`config.mk`:
```
export PLATFORM = sky130hd
export DESIGN_NAME = wb_pwm_slave_flat
export DESIGN_NICKNAME = d
export VERILOG_FILES = /design/src/rtl/wb_pwm_slave_if.sv /design/src/rtl/wb_pwm_slave.sv /design/src/flat_wrapper.sv
export SDC_FILE = /design/constraint.sdc
export NUM_CORES = 1
export LEC_CHECK = 0
export ABC_AREA = 1
export CAP_MARGIN = 20
export CORE_UTILIZATION = 57
export CTS_BUF_LIST = sky130_fd_sc_hd__clkbuf_8
export DETAILED_ROUTE_END_ITERATION = 8
export PLACE_DENSITY_LB_ADDON = 0.25
export REMOVE_ABC_BUFFERS = 1
export SKIP_LAST_GASP = 1
export SLEW_MARGIN = 20
export SYNTH_ARGS = -nofsm -noshare
export SYNTH_HDL_FRONTEND = slang
export SYNTH_SLANG_ARGS = --single-unit
```
`constraint.sdc`:
```
create_clock -name clk -period 2.2 [get_ports clk]
set_input_delay 0.44 -clock clk [delete_from_list [all_inputs] [get_ports clk]]
set_output_delay 0.44 -clock clk [all_outputs]
set_load 0.05 [all_outputs]
```
`src/rtl/wb_pwm_slave_if.sv`:
```
// Wishbone slave-side bundle for one PWM timer port of the bus splitter.
// The master modport is what the splitter (or a bench) drives.
interface wb_pwm_slave_if #(
    parameter int DATA_WIDTH = 32,
    parameter int ADDR_WIDTH = 32
);
    localparam int SEL_WIDTH = DATA_WIDTH / 8;

    logic [ADDR_WIDTH-1:0] adr;
    logic [DATA_WIDTH-1:0] dat_w;
    logic [DATA_WIDTH-1:0] dat_r;
    logic                  we;
    logic [SEL_WIDTH-1:0]  sel;
    logic                  cyc;
    logic                  stb;
    logic                  ack;
    logic                  err;

    modport master (
        output adr, dat_w, we, sel, cyc, stb,
        input  dat_r, ack, err
    );

    modport slave (
        input  adr, dat_w, we, sel, cyc, stb,
        output dat_r, ack, err
    );
endinterface

```
`src/rtl/wb_pwm_slave.sv`:
```
// Wishbone PWM timer: register file, prescaler, counter with shadowed
// period/compare reloaded at wrap, and a W1C wrap flag driving irq.
module wb_pwm_slave #(
    parameter int DATA_WIDTH = 32,
    parameter int ADDR_WIDTH = 32,
    parameter int CNT_WIDTH  = 16,
    parameter int PRE_WIDTH  = 16
) (
    input  logic          clk,
    input  logic          rst_n,
    wb_pwm_slave_if.slave s_wb,
    output logic          pwm_out,
    output logic          irq
);
    localparam int SEL_WIDTH = DATA_WIDTH / 8;
    localparam logic [2:0] OFF_CTRL  = 3'd0;
    localparam logic [2:0] OFF_PRE   = 3'd1;
    localparam logic [2:0] OFF_PER   = 3'd2;
    localparam logic [2:0] OFF_CMP   = 3'd3;
    localparam logic [2:0] OFF_STAT  = 3'd4;
    localparam logic [2:0] OFF_COUNT = 3'd5;

    logic [2:0]            ctrl_q, ctrl_d;
    logic [PRE_WIDTH-1:0]  prescale_q, prescale_d;
    logic [PRE_WIDTH-1:0]  pre_lim_q, pre_lim_d;
    logic [PRE_WIDTH-1:0]  pre_cnt_q, pre_cnt_d;
    logic [CNT_WIDTH-1:0]  period_sh_q, period_sh_d;
    logic [CNT_WIDTH-1:0]  cmp_sh_q, cmp_sh_d;
    logic [CNT_WIDTH-1:0]  period_act_q, period_act_d;
    logic [CNT_WIDTH-1:0]  cmp_act_q, cmp_act_d;
    logic [CNT_WIDTH-1:0]  cnt_q, cnt_d;
    logic                  wrap_q, wrap_d;
    logic                  pwm_q, pwm_d;
    logic                  ack_q, ack_d;
    logic                  err_q, err_d;
    logic [DATA_WIDTH-1:0] dat_r_q, dat_r_d;

    logic [DATA_WIDTH-1:0] wmask;
    logic [DATA_WIDTH-1:0] rdata;
    logic [2:0]            off;
    logic                  req, mapped, wr_en, tick, wrap_evt, en, pol;

    assign off    = s_wb.adr[4:2];
    assign req    = s_wb.cyc & s_wb.stb & ~ack_q & ~err_q;
    assign mapped = (off < 3'd6);
    assign wr_en  = req & mapped & s_wb.we;
    assign en     = ctrl_q[0];
    assign pol    = ctrl_q[1];

    // Upper address bits were already decoded by the splitter.
    logic unused_adr;
    assign unused_adr = ^{s_wb.adr[ADDR_WIDTH-1:5], s_wb.adr[1:0]};

    genvar gi;
    generate
        for (gi = 0; gi < SEL_WIDTH; gi++) begin : g_lane
            assign wmask[gi*8 +: 8] = {8{s_wb.sel[gi]}};
        end
    endgenerate

    function automatic logic [DATA_WIDTH-1:0] merge_bytes(
        input logic [DATA_WIDTH-1:0] old_val,
        input logic [DATA_WIDTH-1:0] new_val,
        input logic [DATA_WIDTH-1:0] mask
    );
        return (old_val & ~mask) | (new_val & mask);
    endfunction

    always_comb begin
        rdata = '0;
        case (off)
            OFF_CTRL:  rdata = DATA_WIDTH'(ctrl_q);
            OFF_PRE:   rdata = DATA_WIDTH'(prescale_q);
            OFF_PER:   rdata = DATA_WIDTH'(period_sh_q);
            OFF_CMP:   rdata = DATA_WIDTH'(cmp_sh_q);
            OFF_STAT:  rdata = DATA_WIDTH'(wrap_q);
            OFF_COUNT: rdata = DATA_WIDTH'(cnt_q);
            default:   rdata = '0;
        endcase
    end

    always_comb begin
        ctrl_d       = ctrl_q;
        prescale_d   = prescale_q;
        period_sh_d  = period_sh_q;
        cmp_sh_d     = cmp_sh_q;
        wrap_d       = wrap_q;
        pre_cnt_d    = pre_cnt_q;
        pre_lim_d    = pre_lim_q;
        cnt_d        = cnt_q;
        period_act_d = period_act_q;
        cmp_act_d    = cmp_act_q;
        tick         = 1'b0;
        wrap_evt     = 1'b0;

        if (wr_en) begin
            case (off)
                OFF_CTRL: ctrl_d      = 3'(merge_bytes(DATA_WIDTH'(ctrl_q), s_wb.dat_w, wmask));
                OFF_PRE:  prescale_d  = PRE_WIDTH'(merge_bytes(DATA_WIDTH'(prescale_q), s_wb.dat_w, wmask));
                OFF_PER:  period_sh_d = CNT_WIDTH'(merge_bytes(DATA_WIDTH'(period_sh_q), s_wb.dat_w, wmask));
                OFF_CMP:  cmp_sh_d    = CNT_WIDTH'(merge_bytes(DATA_WIDTH'(cmp_sh_q), s_wb.dat_w, wmask));
                OFF_STAT: if (s_wb.sel[0] && s_wb.dat_w[0]) wrap_d = 1'b0;
                default:  ;
            endcase
        end

        if (!en) begin
            // Idle: everything parked so enabling starts a clean period.
            pre_cnt_d    = '0;
            pre_lim_d    = prescale_q;
            cnt_d        = '0;
            period_act_d = period_sh_q;
            cmp_act_d    = cmp_sh_q;
        end else begin
            if (pre_cnt_q == pre_lim_q) begin
                tick      = 1'b1;
                pre_cnt_d = '0;
                pre_lim_d = prescale_q;
            end else begin
                pre_cnt_d = pre_cnt_q + PRE_WIDTH'(1);
            end
            if (tick) begin
                if (cnt_q == period_act_q) begin
                    wrap_evt     = 1'b1;
                    cnt_d        = '0;
                    period_act_d = period_sh_q;
                    cmp_act_d    = cmp_sh_q;
                end else begin
                    cnt_d = cnt_q + CNT_WIDTH'(1);
                end
            end
        end

        // A wrap beats a same-edge clear so no wrap is ever missed.
        if (wrap_evt) wrap_d = 1'b1;

        pwm_d   = en ? ((cnt_q < cmp_act_q) ^ pol) : pol;
        ack_d   = req & mapped;
        err_d   = req & ~mapped;
        dat_r_d = (req & mapped) ? rdata : '0;
    end

    always_ff @(posedge clk or negedge rst_n) begin
        if (!rst_n) begin
            ctrl_q       <= '0;
            prescale_q   <= '0;
            pre_lim_q    <= '0;
            pre_cnt_q    <= '0;
            period_sh_q  <= '0;
            cmp_sh_q     <= '0;
            period_act_q <= '0;
            cmp_act_q    <= '0;
            cnt_q        <= '0;
            wrap_q       <= 1'b0;
            pwm_q        <= 1'b0;
            ack_q        <= 1'b0;
            err_q        <= 1'b0;
            dat_r_q      <= '0;
        end else begin
            ctrl_q       <= ctrl_d;
            prescale_q   <= prescale_d;
            pre_lim_q    <= pre_lim_d;
            pre_cnt_q    <= pre_cnt_d;
            period_sh_q  <= period_sh_d;
            cmp_sh_q     <= cmp_sh_d;
            period_act_q <= period_act_d;
            cmp_act_q    <= cmp_act_d;
            cnt_q        <= cnt_d;
            wrap_q       <= wrap_d;
            pwm_q        <= pwm_d;
            ack_q        <= ack_d;
            err_q        <= err_d;
            dat_r_q      <= dat_r_d;
        end
    end

    assign s_wb.ack   = ack_q;
    assign s_wb.err   = err_q;
    assign s_wb.dat_r = dat_r_q;
    assign pwm_out    = pwm_q;
    assign irq        = wrap_q & ctrl_q[2];
endmodule

```
`src/flat_wrapper.sv`:
```
// flat-port wrapper written by rule: the top's interface ports become plain ports
module wb_pwm_slave_flat 
#(
    parameter int DATA_WIDTH = 32,
    parameter int ADDR_WIDTH = 32,
    parameter int CNT_WIDTH  = 16,
    parameter int PRE_WIDTH  = 16
)
  (clk, rst_n, pwm_out, irq, s_wb_adr, s_wb_dat_w, s_wb_we, s_wb_sel, s_wb_cyc, s_wb_stb, s_wb_dat_r, s_wb_ack, s_wb_err);
  wb_pwm_slave_if #(.DATA_WIDTH(DATA_WIDTH), .ADDR_WIDTH(ADDR_WIDTH)) s_wb_i ();
  input  logic clk;
  input  logic rst_n;
  output logic pwm_out;
  output logic irq;
  input wire logic [$bits(s_wb_i.adr)-1:0] s_wb_adr;
  input wire logic [$bits(s_wb_i.dat_w)-1:0] s_wb_dat_w;
  input wire logic [$bits(s_wb_i.we)-1:0] s_wb_we;
  input wire logic [$bits(s_wb_i.sel)-1:0] s_wb_sel;
  input wire logic [$bits(s_wb_i.cyc)-1:0] s_wb_cyc;
  input wire logic [$bits(s_wb_i.stb)-1:0] s_wb_stb;
  output wire logic [$bits(s_wb_i.dat_r)-1:0] s_wb_dat_r;
  output wire logic [$bits(s_wb_i.ack)-1:0] s_wb_ack;
  output wire logic [$bits(s_wb_i.err)-1:0] s_wb_err;
  assign s_wb_i.adr = s_wb_adr;
  assign s_wb_i.dat_w = s_wb_dat_w;
  assign s_wb_i.we = s_wb_we;
  assign s_wb_i.sel = s_wb_sel;
  assign s_wb_i.cyc = s_wb_cyc;
  assign s_wb_i.stb = s_wb_stb;
  assign s_wb_dat_r = s_wb_i.dat_r;
  assign s_wb_ack = s_wb_i.ack;
  assign s_wb_err = s_wb_i.err;
  wb_pwm_slave #(.DATA_WIDTH(DATA_WIDTH), .ADDR_WIDTH(ADDR_WIDTH), .CNT_WIDTH(CNT_WIDTH), .PRE_WIDTH(PRE_WIDTH)) u_core (.clk(clk), .rst_n(rst_n), .s_wb(s_wb_i), .pwm_out(pwm_out), .irq(irq));
endmodule
```
# After elaboration in Yosys (flattened, before gate mapping)
# Index checks and enable logic that the tools add are counted.
totals:
  ff_bits: 167
  input_bits: 73
  output_inout_bits: 36
  word_cells: 85
classes:
  addsub: 2
  n_lt_le_gt_ge: 2
  n_eq_ne: 10
  n_mux: 25
  bitwise_logic: 21
  n_reduce_logical: 11
ops:
  columns: ["operator", "count"]
  rows:
  - ["$mux W16", 14]
  - ["$pmux W16 S6", 1]
  - ["$and A16 B16 Y16", 4]
  - ["$or A16 B16 Y16", 3]
  - ["$add A16 B1 Y16 const B", 2]
  - ["$eq A16 B16 Y1", 2]
  - ["$lt A16 B16 Y1", 1]
  - ["$not A16 Y16", 1]
  - ["$mux W1", 10]
  - ["$reduce_and A2 Y1", 5]
  - ["$and A1 B1 Y1", 7]
  - ["$eq A3 B2 Y1 const B", 2]
  - ["$eq A3 B3 Y1 const B", 2]
  - ["$ne A2 B2 Y1 const B", 3]
  - ["$reduce_bool A2 Y1", 3]
  - ["$and A3 B3 Y3", 1]
  - ["$eq A3 B1 Y1 const B", 1]
  - ["$logic_not A3 Y1", 1]
  - ["$lt A3 B3 Y1 const B", 1]
  - ["$not A1 Y1", 3]
  - ["$or A3 B3 Y3", 1]
  - ["$reduce_and A3 Y1", 1]
  - ["$logic_and A1 B1 Y1", 1]
  - ["$xor A1 B1 Y1", 1]

# Longest topological paths before layout
# Gate-level depths: netlist (run 1).
depth:
  depth_word: 7
  depth_mapped: 13
  depth_no_buf: 13

# Least setup slack after synthesis (run 1)
# No wires, ideal clock.
synth_timing:
  path_type: "reg-to-reg"
  startpoint: "register u_core.ack_q (netlist: u_core.s_wb.ack)"
  endpoint: "register with a tool-made name"
  setup_ps: 126
  arrival_ps: 1615
  t_required_ps: 2074
  setup_slack_ps: 459
  path_stages_with_launch: 10
  path_buffers: 1
  period_less_slack_ps: 1741
  cell_sequence: "dfrtp_1 -> nor3_4 -> o21ai_4 -> nor2_4 -> nand2_2 -> inv_2 -> nand2_4 -> buf_4 -> nand2_1 -> o21ai_0"
synth_rtl:
  columns: ["item", "line_no", "source"]
  rows:
  - ["from (decl)", "wb_pwm_slave.sv:34", "logic ack_q, ack_d;"]
  - ["from (signal assigned)", "wb_pwm_slave.sv:171", "ack_q <= ack_d;"]

# Worst setup path after layout (run 1)
layout_timing:
  startpoint: "register u_core.ack_q (netlist: u_core.s_wb.ack)"
  endpoint: "output port s_wb_ack"
layout_rtl:
  columns: ["item", "line_no", "source"]
  rows:
  - ["to (decl)", "flat_wrapper.sv:22", "output wire logic [$bits(s_wb_i.ack)-1:0] s_wb_ack;"]
# No word-level cell between the ends.

==> results of run 1 <==
layout make-up:
type,instances,area share [%]
timing repair buffer,72,8.23
clock buffer,20,3.05
clock inverter,12,1.25
sequential,151,41.8
multi-input combinational,699,38.1
inverter,123,5.11
tap,180,2.49
power breakdown:
| group | total, mW | internal, mW | switching, mW | leakage (nW) |
|---|---|---|---|---|
| Combinational | 1.32 | 0.436 | 0.884 | 2.30 |
| Sequential | 3.20 | 3.01 | 0.192 | 2.06 |
| Clock | 2.11 | 1.07 | 1.03 | 0.211 |
path summary, 6_finish.rpt:
kind                                                          to  slack [ns]  cells after the start                             from
max in group asynchronous        u_core.cmp_act_q[6]$_DFFE_PN0P_        1.06                      3                            rst_n
min in group asynchronous                              async pin        0.50                      2                            rst_n
worst max register to register  u_core.cmp_act_q[11]$_DFFE_PN0P_        0.32                     11   u_core.pre_cnt_q[13]$_DFF_PN0_
worst max-delay path                                    s_wb_ack         0.1                      1        u_core.s_wb.ack$_DFF_PN0_
worst min register to register   u_core.cmp_act_q[5]$_DFFE_PN0P_        0.47                      2  u_core.cmp_act_q[5]$_DFFE_PN0P_
worst min-delay path             u_core.cmp_act_q[5]$_DFFE_PN0P_        0.47                      2  u_core.cmp_act_q[5]$_DFFE_PN0P_
cell families (layout without fill, tap and decap cells):
family          after synthesis  count (layout)  synth area share [%]
compound gates              103             103                  7.39
xor+xnor                     20              20                  2.18
fa+ha+maj                    17              17                  2.65
buf+inv                     179             227                  10.9
flops                       151             151                  47.0
other cells                   1              16                0.0466
simple gates                543             543                  29.8
per-layer routing:
layer	wire length, um	GRT usage [%]
met1	8340	36.0
met2	8650	44.2
met3	800	6.13
met4	223	7.25
met5	0	0
stage by stage:
stage | power (mW) | worst slack (ns) | instances | hold slack (ns) | utilization (%)
6_report | 6.62 | 0.0987 | 1257 | 0.474 | 65.3
4_1_cts | 6.66 | 0.0608 | 1257 | 0.478 | 65.3
5_1_grt | 6.96 | 0.0384 | 1257 | 0.493 | 65.3
2_1_floorplan | 4.07 | 0.336 | 973 | 0.144 | -
3_5_place_dp | 4.57 | 0.0559 | 1224 | 0.435 | 62.5
3_3_place_gp | 4.53 | 0.0649 | 1224 | 0.436 | 62.5
Yosys cell counts:
| cell | instances | share of area, % |
|---|---|---|
| clkbuf_1 | 6 | 0.28 |
| conb_1 | 1 | 0.047 |
| xor2_1 | 18 | 2.0 |
| a21oi_1 | 9 | 0.56 |
| and3_1 | 1 | 0.078 |
| nand3_2 | 21 | 2.6 |
| buf_12 | 3 | 0.75 |
| clkinv_1 | 2 | 0.093 |
| inv_2 | 15 | 0.70 |
| a31oi_1 | 2 | 0.16 |
| nor2_1 | 64 | 3.0 |
| o21ai_4 | 1 | 0.20 |
| ha_1 | 17 | 2.6 |
| nor2_4 | 2 | 0.28 |
| inv_1 | 106 | 4.9 |
| buf_1 | 2 | 0.093 |
| nor3_1 | 13 | 0.81 |
| nand2_1 | 371 | 17 |
| nand4_1 | 21 | 1.6 |
| a41oi_1 | 14 | 1.5 |
| o21ai_1 | 5 | 0.31 |
| nand3_1 | 35 | 2.2 |
| o21ai_0 | 67 | 4.2 |
| nand2_2 | 2 | 0.16 |
| nor2_2 | 4 | 0.31 |
| nand2_8 | 1 | 0.25 |
| clkbuf_2 | 3 | 0.19 |
| buf_2 | 12 | 0.75 |
| buf_6 | 7 | 0.98 |
| nor3_4 | 2 | 0.40 |
| xnor2_1 | 2 | 0.22 |
| nor4_1 | 1 | 0.078 |
| buf_4 | 23 | 2.1 |
| nand2_4 | 5 | 0.70 |
| a22oi_1 | 5 | 0.47 |
| dfrtp_1 | 151 | 47 |
what timing repair did:
| item | CTS | global route |
|---|---|---|
| endpoints found under the hold margin | 50 | 0 |
| endpoints found under the setup margin | 1 | 0 |
| hold buffers | 1 | 0 |
| gates resized for setup | 1 | 0 |
==> impl_metrics.tcl, run 1 <==
set metrics [dict create \
    drv_slew 0 \
    crit_path_top_delay_cell "clkdlybuf4s50_1" \
    finalCriticalPeriod_ns 2.10 \
    multiInputGateArea_sq_mm 0.00344 \
    core_area_sq_mm 0.0138 \
    synth_cell_type_count 36 \
    syn2layout_area_growth_pct 12.4 \
    cp_num_buf_inv 1 \
    io_pins 109 \
    final_cell_area_sq_mm 0.00903 \
    drc 0 \
    slew_headroom_pct 64.0 \
    crit_arrival_ns 1.66 \
    synth.cell_area_sq_mm 0.00804 \
    rsz0062_at_grt "no" \
    final_cell_mix "nand2_1, dfrtp_1, inv_1" \
    die_y_um 121 \
    ant_nets 0 \
    gp_congestion 0.860 \
    startpoint_type "flip-flop" \
    vias 6498 \
    start_util_pct 58.1 \
    final_nets 1154 \
    fillers 1198 \
    hold_violations 0 \
    antenna_cells 0 \
    fin_crit_sh_pct 95.5 \
    insertion_delay_ns 0.46 \
    crit_fanout 2 \
    grt_pass1_vias 6178 \
    totalWireLength_um 18000 \
    ys_seq_elements 151 \
    htree_levels 4 \
    worst_pin_slew_ns 0.540 \
    grt_pass1_wl_um 30200 \
    cp_top_family "buffers and inverters" \
    dr.pass1.iters 5 \
    synth-warning-count 0 \
    syn_avg_cell_area_sq_um 7.93 \
    drive_gt1_share_pct 9.94 \
    antenna_found_initial 0 \
    path_class "flip-flop to output pin" \
    syn-instance-count 1014 \
    die-area_sq_mm 0.0146 \
    drt-wirelength-per-cell_um 14.3 \
    portBuffers 45 \
    cts_buffer_depth 2 \
    regArea_sq_mm 0.00378 \
    setup_tns_ns 0 \
    drt_iter0_drc 478 \
    layout_commonest_cell "nand2_1" \
    skew_ns 0.0122 \
    die_width_um 121 \
    setup_violations 0 \
    clkSinkCount 151 \
    clk_pin_slew_ns 0.08 \
    cts_buffers 17 \
    cap_violations 0 \
    gr-total-overflow 0 \
    synth_seq_area_share_pct 47.0 \
    dpl-instance-area_sq_mm 0.00864 \
    slowest_delay_ns 0.82 \
    p_leak_nw 4.57 \
    grt_usage_pct 26.9 \
    crit_required_ns 1.76 \
    cellPowerDensity_mw_per_mm2 733 \
    cts_tree "done" \
    dp_hpwl_um 12800 \
    worstPathCellList "clkdlybuf4s50_1" \
    cp-end-kind "output pin" \
    cts_root_buf "clkbuf_8" \
    post_cts_buffers 0 \
    std_cell_rows 43 \
    grt_start_max_net_pins 57 \
    peakVddDrop_mv 0.494 \
    fmax_ghz 0.476 \
    vias_per_cell 5.17 \
    status "finished clean" \
    hold_path_class "flip-flop to flip-flop" \
]
(Power assumes the default switching activity.)
==> inputs of run 2 (changes only) <==
--- a/config.mk
+++ b/config.mk
@@ -11,7 +11,6 @@
 export CTS_BUF_LIST = sky130_fd_sc_hd__clkbuf_8
 export DETAILED_ROUTE_END_ITERATION = 8
 export PLACE_DENSITY_LB_ADDON = 0.25
-export REMOVE_ABC_BUFFERS = 1
 export SKIP_LAST_GASP = 1
 export SLEW_MARGIN = 20
 export SYNTH_ARGS = -nofsm -noshare
==> run 2 against run 1 <==
Via count up 0.66%; utilization up 0.12 points; combinational power about the same; clock-buffer cell count unchanged; clock skew decreased by 0.0031 ns; worst hold slack got worse by 0.039 ns; die area unchanged; global-route usage increased by 0.17 points; largest power group unchanged.
==> impl_metrics.tcl, run 2 (same netlist as run 1, synthesis figures left out) <==
set metrics [dict create \
    status "finished clean" \
    setup_violations 0 \
    cp_num_buf_inv 1 \
    cp.depth 1 \
    cap_violations 0 \
    die-area_sq_mm 0.0146 \
    cts_buffers 17 \
    grt_pass1_vias 6015 \
    drc 0 \
    final_cell_area_sq_mm 0.00905 \
    startpoint_type "flip-flop" \
    hold_violations 0 \
    fin_crit_sh_pct 96.1 \
    drt_iter0_drc 467 \
    std_cell_rows 43 \
    slew_headroom_pct 66.6 \
    setup_tns_ns 0 \
    final_cell_mix "nand2_1, dfrtp_1, inv_1" \
    crit_arrival_ns 1.67 \
    internal_power_mw 4.76 \
    slowest_delay_ns 0.82 \
    drive_gt1_share_pct 9.80 \
    antenna_found_initial 0 \
    clkPwrFrac_pct 34.5 \
    layout_commonest_cell "nand2_1" \
    cp-end-kind "output pin" \
    cellPowerDensity_mw_per_mm2 762 \
    dr.pass1.iters 5 \
    pwr-share-seq_pct 46.4 \
    antenna_cells 0 \
    gp_congestion 0.830 \
    worst_pin_slew_ns 0.500 \
    final_nets 1148 \
    ant_nets 0 \
    insertion_delay_ns 0.46 \
    fillers 1170 \
    grt_pass1_wl_um 30200 \
    cts_root_buf "clkbuf_8" \
    clk_pin_slew_ns 0.08 \
    r2r-start "u_core.pre_cnt_q[7]$_DFF_PN0_" \
    p_sw_share_pct 31.0 \
    vias_per_cell 5.23 \
    io_pins 109 \
    fmax_ghz 0.473 \
    skew_ns 0.00902 \
    totalWireLength_um 17900 \
    start_util_pct 58.1 \
    dp_hpwl_um 12700 \
    drv_slew 0 \
    cp_top_family "buffers and inverters" \
    r2r-end "u_core.cmp_act_q[13]$_DFFE_PN0P_" \
    crit_path_top_delay_cell "clkdlybuf4s50_1" \
    p_comb_share_pct 19.2 \
    holdWs_ns 0.436 \
    crit_required_ns 1.76 \
    worstPathCellList "clkdlybuf4s50_1" \
    finalCriticalPeriod_ns 2.11 \
    r2r_cells 10 \
    grt_start_max_net_pins 50 \
    rsz0062_at_grt "no" \
    path_class "flip-flop to output pin" \
    switchingPower_mw 2.14 \
    cts_tree "done" \
    rrSetupSlack_ns 0.26 \
    peakVddDrop_mv 0.439 \
    dpl-instance-area_sq_mm 0.00859 \
    gr-total-overflow 0 \
    die_y_um 121 \
    grt_usage_pct 27.1 \
    htree_levels 4 \
    clkSinkCount 151 \
    portBuffers 45 \
    crit_path_start "u_core.s_wb.err$_DFF_PN0_" \
    vias 6541 \
    die_width_um 121 \
    syn2layout_area_growth_pct 12.6 \
    fin_util_pct 65.5 \
    crit_fanout 2 \
    drt-wirelength-per-cell_um 14.3 \
    hold_path_class "input port to async pin" \
    crit_end "s_wb_err" \
    p_leak_nw 4.55 \
    cts_buffer_depth 2 \
    core_area_sq_mm 0.0138 \
]
==> run 2: worst min path at each step <==
stage,end,slack [ns],cells past startpoint
after floorplan,async pin,0.14,0
after global placement,u_core.period_act_q[7]$_DFFE_PN0P_,0.36,1
after detailed placement,u_core.period_act_q[7]$_DFFE_PN0P_,0.35,1
after CTS,async pin,0.42,2
after global routing,u_core.period_act_q[7]$_DFFE_PN0P_,0.45,2
final,u_core.period_act_q[7]$_DFFE_PN0P_,0.44,2
==> run 2: layout make-up <==
cell class / count / area (sq um) / area share, %
sequential: 151 / 3780 / 41.7
multi-input combinational: 699 / 3440 / 38.0
timing repair buffer: 66 / 698 / 7.71
inverter: 123 / 462 / 5.10
clock buffer: 20 / 275 / 3.04
tap: 180 / 225 / 2.49
clock inverter: 12 / 174 / 1.92
==> run 2: through the flow <==
stage	total power [mW]	worst slack (ns)	std cells
2_1_floorplan	4.19	0.459	1029
3_3_place_gp	4.53	0.122	1218
3_5_place_dp	4.57	0.0638	1218
4_1_cts	6.94	0.0509	1251
5_1_grt	7.23	0.0215	1251
6_report	6.90	0.0864	1251
==> run 2: what timing repair did <==
action / in CTS / in global routing
setup endpoints to repair: 1 / 0
gates resized for setup: 1 / 0
hold buffers: 1 / 0
hold endpoints to repair: 31 / 0
setup buffers: 0 / 0
==> run 2: routing by layer <==
metal	global-route usage (%)	vias to the layer above	share of wire, %
met1	39.1	3082	47
met2	41.2	180	46
li1	-	3255	-
met5	0	-	0
met4	9.03	0	1.3
met3	5.24	24	5.2
==> run 2: power by group through the flow <==
stage	logic [mW]	registers, mW	clock network, mW
after floorplan	0.971	3.22	0
after global placement	1.29	3.24	0
after detailed placement	1.32	3.25	0
after CTS	1.33	3.20	2.42
after global routing	1.47	3.23	2.53
final	1.32	3.20	2.38
